===== config.mk =====
export PLATFORM = sky130hd
export DESIGN_NAME = seven_segment_arbiter_flat
export DESIGN_NICKNAME = d
export VERILOG_FILES = /design/src/rtl/seven_segment_arbiter_if.sv /design/src/rtl/seven_segment_arbiter.sv /design/src/flat_wrapper.sv
export SDC_FILE = /design/constraint.sdc
export NUM_CORES = 1
export LEC_CHECK = 0
export ABC_AREA = 1
export ABC_CLOCK_PERIOD_IN_PS = 4100
export CORE_MARGIN = 3
export CORE_UTILIZATION = 40
export CTS_CLUSTER_DIAMETER = 40
export DETAILED_ROUTE_END_ITERATION = 10
export DONT_BUFFER_PORTS = 1
export PLACE_DENSITY = 0.52
export SYNTH_ARGS = -nofsm -noshare
export SYNTH_HDL_FRONTEND = slang
export SYNTH_SLANG_ARGS = --single-unit

===== constraint.sdc =====
create_clock -name clk -period 4.1 [get_ports clk]
set_clock_uncertainty 0.2 [all_clocks]
set_input_delay 0.82 -clock clk [delete_from_list [all_inputs] [get_ports clk]]
set_output_delay 0.82 -clock clk [all_outputs]
set_load 0.02 [all_outputs]

===== src/rtl/seven_segment_arbiter_if.sv =====
`default_nettype none
// ============================================================================
// Module      : seven_segment_arbiter_if
// Description : Source request bundle and display/grant return path for the
//               seven-segment display arbiter.
// Revision    : 1.0 - initial release
// ============================================================================
interface seven_segment_arbiter_if #(
    parameter int NUM_SRC = 4
) ();
    logic [14*NUM_SRC-1:0] src_value;
    logic [NUM_SRC-1:0]    src_decimal;
    logic [NUM_SRC-1:0]    src_valid;
    logic [NUM_SRC-1:0]    src_urgent;
    logic [13:0]           display_value;
    logic                  show_decimal;
    logic                  grant_valid;
    logic [2:0]            grant_idx;
    logic [NUM_SRC-1:0]    grant_onehot;

    modport master (
        output src_value, src_decimal, src_valid, src_urgent,
        input  display_value, show_decimal, grant_valid, grant_idx, grant_onehot
    );

    modport slave (
        input  src_value, src_decimal, src_valid, src_urgent,
        output display_value, show_decimal, grant_valid, grant_idx, grant_onehot
    );
endinterface
`default_nettype wire


===== src/rtl/seven_segment_arbiter.sv =====
`default_nettype none
// ============================================================================
// Module      : seven_segment_arbiter
// Description : Round-robin time-sharing of one 4-digit display among up to
//               8 sources, with urgent preemption and registered outputs.
// Revision    : 1.0 - initial release
// ============================================================================
module seven_segment_arbiter #(
    parameter int          NUM_SRC      = 4,
    parameter logic [31:0] DWELL_CYCLES = 32'd50000000
) (
    input  wire logic              clk,
    input  wire logic              rst,
    seven_segment_arbiter_if.slave bus
);

    typedef enum logic [1:0] {
        ST_IDLE   = 2'd0,
        ST_DWELL  = 2'd1,
        ST_URGENT = 2'd2
    } state_t;

    localparam logic [31:0] c_dwell_last = DWELL_CYCLES - 32'd1;
    localparam logic [2:0]  c_last_idx   = 3'(NUM_SRC - 1);
    localparam logic [13:0] c_sat_max    = 14'd9999;

    state_t      r_state, w_state_nxt;
    logic [31:0] r_timer, w_timer_nxt;
    logic [2:0]  r_rr_ptr, w_rr_nxt;
    logic [2:0]  r_grant, w_grant_nxt;

    logic [13:0]        r_display;
    logic               r_decimal;
    logic               r_grant_valid;
    logic [NUM_SRC-1:0] r_onehot;

    // Sources are padded to 8 so every index search uses a fixed 3-bit index.
    logic [13:0] w_val [8];
    logic [7:0]  w_valid8, w_urgent8, w_dec8, w_eu8, w_onehot8;
    logic        w_any_eu, w_any_valid;
    logic [2:0]  w_lowest_eu, w_rr_pick, w_after_grant;

    generate
        for (genvar gi = 0; gi < 8; gi++) begin : g_src
            if (gi < NUM_SRC) begin : g_present
                assign w_val[gi]     = bus.src_value[14*gi +: 14];
                assign w_valid8[gi]  = bus.src_valid[gi];
                assign w_urgent8[gi] = bus.src_urgent[gi];
                assign w_dec8[gi]    = bus.src_decimal[gi];
            end else begin : g_absent
                assign w_val[gi]     = 14'd0;
                assign w_valid8[gi]  = 1'b0;
                assign w_urgent8[gi] = 1'b0;
                assign w_dec8[gi]    = 1'b0;
            end
        end
    endgenerate

    function automatic logic [2:0] next_idx(input logic [2:0] idx);
        return (idx == c_last_idx) ? 3'd0 : idx + 3'd1;
    endfunction

    function automatic logic [2:0] rr_search(input logic [2:0] start, input logic [7:0] valid);
        logic [2:0] pick;
        logic       found;
        logic [3:0] idx;
        pick  = start;
        found = 1'b0;
        for (int k = 0; k < NUM_SRC; k++) begin
            idx = {1'b0, start} + 4'(k);
            if (idx >= 4'(NUM_SRC)) idx = idx - 4'(NUM_SRC);
            if (!found && valid[idx[2:0]]) begin
                pick  = idx[2:0];
                found = 1'b1;
            end
        end
        return pick;
    endfunction

    function automatic logic [13:0] saturate(input logic [13:0] v);
        return (v > c_sat_max) ? c_sat_max : v;
    endfunction

    always_comb begin
        w_lowest_eu = 3'd0;
        for (int i = 7; i >= 0; i--) begin
            if (w_eu8[i]) w_lowest_eu = 3'(i);
        end
    end

    assign w_eu8         = w_urgent8 & w_valid8;
    assign w_any_eu      = |w_eu8;
    assign w_any_valid   = |w_valid8;
    assign w_rr_pick     = rr_search(r_rr_ptr, w_valid8);
    assign w_after_grant = rr_search(next_idx(r_grant), w_valid8);

    always_comb begin
        w_state_nxt = r_state;
        w_grant_nxt = r_grant;
        w_timer_nxt = r_timer;
        w_rr_nxt    = r_rr_ptr;
        // Urgent preemption wins in every state.
        if (w_any_eu) begin
            w_state_nxt = ST_URGENT;
            w_grant_nxt = w_lowest_eu;
            w_timer_nxt = 32'd0;
        end else begin
            case (r_state)
                ST_IDLE: begin
                    if (w_any_valid) begin
                        w_state_nxt = ST_DWELL;
                        w_grant_nxt = w_rr_pick;
                        w_timer_nxt = 32'd0;
                    end
                end
                ST_DWELL: begin
                    w_timer_nxt = r_timer + 32'd1;
                    if ((r_timer == c_dwell_last) || !w_valid8[r_grant]) begin
                        w_timer_nxt = 32'd0;
                        if (w_any_valid) begin
                            w_grant_nxt = w_after_grant;
                        end else begin
                            w_state_nxt = ST_IDLE;
                            w_rr_nxt    = next_idx(r_grant);
                        end
                    end
                end
                ST_URGENT: begin
                    w_timer_nxt = 32'd0;
                    if (w_any_valid) begin
                        w_state_nxt = ST_DWELL;
                        w_grant_nxt = w_after_grant;
                    end else begin
                        w_state_nxt = ST_IDLE;
                        w_rr_nxt    = next_idx(r_grant);
                    end
                end
                default: begin
                    w_state_nxt = ST_IDLE;
                end
            endcase
        end
    end

    assign w_onehot8 = 8'd1 << w_grant_nxt;

    always_ff @(posedge clk or posedge rst) begin
        if (rst) begin
            r_state       <= ST_IDLE;
            r_timer       <= 32'd0;
            r_rr_ptr      <= 3'd0;
            r_grant       <= 3'd0;
            r_display     <= 14'd0;
            r_decimal     <= 1'b0;
            r_grant_valid <= 1'b0;
            r_onehot      <= '0;
        end else begin
            r_state       <= w_state_nxt;
            r_timer       <= w_timer_nxt;
            r_rr_ptr      <= w_rr_nxt;
            r_grant       <= w_grant_nxt;
            r_grant_valid <= (w_state_nxt != ST_IDLE);
            r_onehot      <= (w_state_nxt != ST_IDLE) ? w_onehot8[NUM_SRC-1:0] : '0;
            // Display holds its last content while nobody owns it.
            if (w_state_nxt != ST_IDLE) begin
                r_display <= saturate(w_val[w_grant_nxt]);
                r_decimal <= w_dec8[w_grant_nxt];
            end
        end
    end

    assign bus.display_value = r_display;
    assign bus.show_decimal  = r_decimal;
    assign bus.grant_valid   = r_grant_valid;
    assign bus.grant_idx     = r_grant;
    assign bus.grant_onehot  = r_onehot;

endmodule
`default_nettype wire


===== src/flat_wrapper.sv =====
// flat-port wrapper written by rule: the top's interface ports become plain ports
module seven_segment_arbiter_flat 
#(
    parameter int          NUM_SRC      = 4,
    parameter logic [31:0] DWELL_CYCLES = 32'd50000000
)
  (clk, rst, bus_src_value, bus_src_decimal, bus_src_valid, bus_src_urgent, bus_display_value, bus_show_decimal, bus_grant_valid, bus_grant_idx, bus_grant_onehot);
  seven_segment_arbiter_if #(.NUM_SRC(NUM_SRC)) bus_i ();
  input  wire logic clk;
  input  wire logic rst;
  input wire logic [$bits(bus_i.src_value)-1:0] bus_src_value;
  input wire logic [$bits(bus_i.src_decimal)-1:0] bus_src_decimal;
  input wire logic [$bits(bus_i.src_valid)-1:0] bus_src_valid;
  input wire logic [$bits(bus_i.src_urgent)-1:0] bus_src_urgent;
  output wire logic [$bits(bus_i.display_value)-1:0] bus_display_value;
  output wire logic [$bits(bus_i.show_decimal)-1:0] bus_show_decimal;
  output wire logic [$bits(bus_i.grant_valid)-1:0] bus_grant_valid;
  output wire logic [$bits(bus_i.grant_idx)-1:0] bus_grant_idx;
  output wire logic [$bits(bus_i.grant_onehot)-1:0] bus_grant_onehot;
  assign bus_i.src_value = bus_src_value;
  assign bus_i.src_decimal = bus_src_decimal;
  assign bus_i.src_valid = bus_src_valid;
  assign bus_i.src_urgent = bus_src_urgent;
  assign bus_display_value = bus_i.display_value;
  assign bus_show_decimal = bus_i.show_decimal;
  assign bus_grant_valid = bus_i.grant_valid;
  assign bus_grant_idx = bus_i.grant_idx;
  assign bus_grant_onehot = bus_i.grant_onehot;
  seven_segment_arbiter #(.NUM_SRC(NUM_SRC), .DWELL_CYCLES(DWELL_CYCLES)) u_core (.clk(clk), .rst(rst), .bus(bus_i));
endmodule

After elaboration in Yosys (flattened, before gate mapping)
Index checks and enable logic that the tools add are counted.
Operators by class
  add/sub/neg operators: 16
  $lt $le $gt $ge: 20
  eq/ne operators: 6
  shift operators: 1
  muxes and demuxes: 74
  bitwise logic cells: 3
  reductions and logical operators: 22
Operators with widths (count)
  32-bit 2-to-1 mux: 3
  32-bit case mux with 3 select lines: 1
  3-bit 2-to-1 mux: 31
  14-bit binary-select mux with 3-bit select: 1
  14-bit 2-to-1 mux: 3
  3-bit by 4-bit < comparator with 1-bit output (second input constant): 10
  32-bit by 1-bit adder with 32-bit output (second input constant): 1
  32-bit by 26-bit equality test with 1-bit output (second input constant): 1
  1-bit binary-select mux with 3-bit select: 10
  4-bit by 3-bit greater-or-equal comparator with 1-bit output (second input constant): 6
  3-bit subtractor (second input constant): 8
  1-bit 2-to-1 mux: 17
  3-bit by 2-bit adder with 4-bit output (second input constant): 4
  14-bit > comparator (second input constant): 1
  3-bit case mux with 3 select lines: 1
  3-bit by 1-bit adder with 4-bit output (second input constant): 2
  2-bit 2-to-1 mux: 4
  8-bit OR reduction: 1
  1-bit zero test: 7
  3-bit greater-or-equal comparator (second input constant): 2
  1-bit logical AND: 6
  2-bit case mux with 3 select lines: 1
  3-bit case mux with 2 select lines: 1
  4-bit bitwise AND: 1
  other kinds (18): 19
Word-level totals
  register bits: 60
  input port bits: 70
  output and inout bits: 23
  word-level logic and storage cells: 150

Longest topological paths before layout
  depth in word-level cells: 26
  depth in mapped cells: 32
  mapped depth without buffers: 31

Least setup slack after synthesis
Ideal clock, no wire load.
  path kind: register to register
  start: reg u_core.r_grant[0] (netlist: u_core.bus.grant_idx[0])
  end: reg u_core.r_display[11] (netlist: u_core.bus.display_value[11])
  setup time: 0.117 ns
  data arrival time: 3.130 ns
  data required time: 3.783 ns
  path slack: 0.654 ns
  stages on the path, launching flop included: 33
  path buffers: 3
  clock period less this slack: 3.446 ns
  path through: dfrtp_1 inv_2 ha_1 clkbuf_1 inv_1 nand3_1 nand2_1 nand2_2 nand2_1 nor2_1 nand3_1 nand2_1 nand2_1 nand2_1 nand2_1 nand2_1 nand2_1 nand2_2 nand2_4 nand2_4 buf_8 buf_8 nand2_1 nand2_1 nand2_1 nand2_1 nand2_1 nor2_1 o21ai_1 nand2_2 nand2_2 nand2_1 nand2_1
Between the ends
  longest elaborated chain between the ends: 26
  elaborated cells on any way between the ends: 58
  those cells by class: add/sub: 8; order compare: 5; eq/ne: 1; mux: 34; bitwise: 1; reduce/logical: 9
Ends and longest elaborated chain
  start, declared: RTL line seven_segment_arbiter.sv:30  | logic [2:0] r_grant, w_grant_nxt;
  start signal, assigned: RTL line seven_segment_arbiter.sv:161  | r_grant <= w_grant_nxt;
  branches (longest 26 deep; another with 3-bit by 1-bit adder with 4-bit output)
  end signal, assigned: RTL line seven_segment_arbiter.sv:166  | r_display <= saturate(w_val[w_grant_nxt]);
  end, declared: RTL line seven_segment_arbiter.sv:32  | logic [13:0] r_display;
Several ways; the timed one is not identified. The select of a mux whose other input is x is not followed.
A chain may end at the register's enable or synchronous reset.

Worst setup path after layout
  start: reg u_core.r_grant[1] (netlist: u_core.bus.grant_idx[1])
  end: reg u_core.r_display[12] (netlist: u_core.bus.display_value[12])
Same word-level chain as after synthesis.

==> impl_metrics.ini <==
[logic_synthesis]
ys_ff_latch = 60
synthFlopType = dfrtp_1
synth.avg_cell_area_um2 = 6.71
ys_seq_area_frac = 0.357
synthArstFlopShare = 1.00
syn-cell-area_um2 = 4210
synth_cell_types = 39
synthCells = 627
yosysWarnings = 0
synth_enable_flop_cells = 0
syn_nets = 706

[power]
power.density_nw_per_um2 = 478
combPwrFrac = 0.355
p_int_mw = 1.25
irDropWorstVdd_mv = 0.328
p_sw_frac = 0.425
p_switching_mw = 0.927
p_seq_frac = 0.397
power_frac_clock = 0.249
leakage_nw = 2.24

[cells_and_area]
nets = 714
syn2layout_area_growth_pct = 8.41
final_cell_mix = 220 x nand2_1, 66 x inv_1, 58 x dfrtp_1, 51 x nor2_1, 44 x nand3_1
final_common_cell = nand2_1
fillers = 1093
drive_gt1_frac = 0.0969
antenna_cells = 0

[drt]
wl_mm = 10.8
vias_per_cell = 5.18
postRouteAntennaNets = 0
routedWlPerCell_um = 13.9
drcViolationCount = 0
via_count = 4003
firstDrtPassIters = 5
drt_iter0_drc = 206

[cts]
cts_root_buf = clkbuf_8
clkSlewWorstSetupHoldPaths_ps = 70
cts_max_path_buffers = 2
tritoncts = done
numCtsBuffers = 9
post_cts_buffers = 0
cts_sinks = 60
cts_max_level = 3
clkLatencyLatePin_ps = 330

[floorplanning]
fp.dieH_um = 109
rows = 36
start_util = 0.421
die_area_um2 = 11800
ioPinCount = 93
core_area_um2 = 10000
fp.dieW_um = 109

[global_route]
grt_first_pass_wirelength_mm = 18.0
track_usage = 0.191
grt_overflow = 0
grt_max_degree = 46
antenna_found_initial = 0
grt_pass1_vias = 3774

[critical_path]
crit_path_end_kind = flip-flop
worstPathArrival_ps = 3720
path_common_cell = nand2_1
cp-start-kind = flip-flop
worst-path-max-fanout = 19
crit_path_top_delay_cell = dfrtp_1
critPathMaxStageDelay_ps = 530
critPathRequiredTime_ps = 4130
crit_type = reg -> reg

[placement]
io_buffers = 0
preCtsSetupSlack_ps = 326
gp_congestion = 0.816
dp_hpwl_mm = 8.38

[sta]
rsz0062_at_grt = no
finalCritPeriodShare = 0.901
hold_ws_ps = 315
fmax_mhz = 271
tightest_slew_ps = 930
maxSlewViolCount = 0
post-route-min-period_ps = 3700
finalSetupViolCount = 0
hold_viol = 0
worst_slack_ps = 404
tns_ps = 0
slew_headroom = 0.379

[run]
cap_violations = 0

[run_status]
outcome = complete, no violations

[hold_path]
min_path_type = reg -> reg
==> routing by layer <==
layer | wire [µm] | vias up | global-route usage
met5 | 0 | - | 0
met4 | 66 | 0 | 0.0307
met3 | 660 | 7 | 0.0567
met2 | 5200 | 98 | 0.324
met1 | 4830 | 1852 | 0.244
li1 | - | 2046 | -
==> worst max-delay path, delay by kind of cell, from the launching register on <==
family / cells / cell delay [ps]
simple gates: 21 / 1910
flops: 1 / 530
fa+ha+maj: 1 / 490
buf+inv: 2 / 340
compound gates: 1 / 100
==> state kept, by name (all words and copies together) (netlist names) <==
name / flops
u_core.bus.grant_idx: 3
u_core.bus.show_decimal: 1
u_core.bus.grant_onehot: 4
u_core.bus.grant_valid: 1
u_core.r_rr_ptr: 3
u_core.r_timer: 32
u_core.bus.display_value: 14
u_core.r_state: 2
==> cells in the mapped netlist, types with 2 or more instances <==
cell type | n | area share
nand2_4 | 4 | 0.011
a22oi_1 | 10 | 0.018
nand2_2 | 12 | 0.018
and2_1 | 3 | 0.0045
nor2_1 | 52 | 0.046
inv_1 | 67 | 0.060
nand3b_1 | 2 | 0.0036
ha_1 | 9 | 0.027
a21o_1 | 2 | 0.0036
nor3_1 | 15 | 0.018
nor2_2 | 4 | 0.0059
clkbuf_1 | 5 | 0.0045
buf_8 | 2 | 0.0071
a21oi_1 | 21 | 0.025
a211oi_1 | 5 | 0.0089
o21ai_0 | 24 | 0.029
clkinv_1 | 2 | 0.0018
inv_2 | 10 | 0.0089
nand3_2 | 3 | 0.0071
nand4_1 | 18 | 0.027
nor4_1 | 4 | 0.0059
nand3_1 | 44 | 0.052
xor2_1 | 6 | 0.012
nand2_1 | 220 | 0.20
o21ai_1 | 6 | 0.0071
dfrtp_1 | 60 | 0.36
xnor2_1 | 4 | 0.0083
nor3b_1 | 2 | 0.0036
==> through the flow <==
step | util | total power, mW | cell area, µm² | cells
after floorplan | - | 1.48 | 4210 | 627
after global routing | 0.456 | 2.37 | 4560 | 773
after global placement | 0.436 | 1.64 | 4360 | 757
final | 0.456 | 2.18 | 4560 | 773
after CTS | 0.456 | 2.21 | 4560 | 773
after detailed placement | 0.436 | 1.65 | 4360 | 757
==> kinds of logic (layout without fill, tap and decap cells) <==
family | Yosys count | count (layout) | share of synthesized area
and+or+nand+nor | 384 | 384 | 0.401
buffers and inverters | 89 | 102 | 0.0877
AOI/OAI and AO/OA | 74 | 74 | 0.104
DFF | 60 | 60 | 0.357
xor gates and xnor gates | 10 | 10 | 0.0208
adders and majority gates | 9 | 9 | 0.0268
muxes | 1 | 1 | 0.00327
==> power groups by stage <==
stage	clock network (mW)	registers (mW)	logic, mW
finish	0.542	0.864	0.773
global route	0.592	0.879	0.901
CTS	0.565	0.865	0.777
detailed placement	0	0.874	0.775
global placement	0	0.875	0.762
floorplan	0	0.832	0.646
==> path summary, 6_finish.rpt <==
kind | from | to | slack (ps) | depth (start not counted)
max | u_core.bus.grant_idx[1] | u_core.bus.display_value[12] | 400 | 25
min | u_core.r_timer[20] | u_core.r_timer[20] | 320 | 1
max reg2reg | u_core.bus.grant_idx[1] | u_core.bus.display_value[12] | 400 | 25
min reg2reg | u_core.r_timer[20] | u_core.r_timer[20] | 320 | 1
max in group asynchronous | rst | u_core.bus.grant_idx[0] | 2520 | 2
min in group asynchronous | rst | u_core.r_timer[12] | 370 | 1
==> layout make-up <==
type / count / area [µm²] / share of cell area
Multi-Input combinational cell: 478 / 2340 / 0.513
Sequential cell: 60 / 1500 / 0.330
Inverter: 79 / 297 / 0.0650
Tap cell: 133 / 166 / 0.0365
Clock buffer: 12 / 155 / 0.0340
Timing Repair Buffer: 7 / 52.6 / 0.0115
Clock inverter: 4 / 47.5 / 0.0104
==> repair_timing <==
action	in CTS	in global routing
setup endpoints to repair	0	13
gates resized for setup	0	3
hold buffers	0	0
Power figures use the tool's default switching activity.
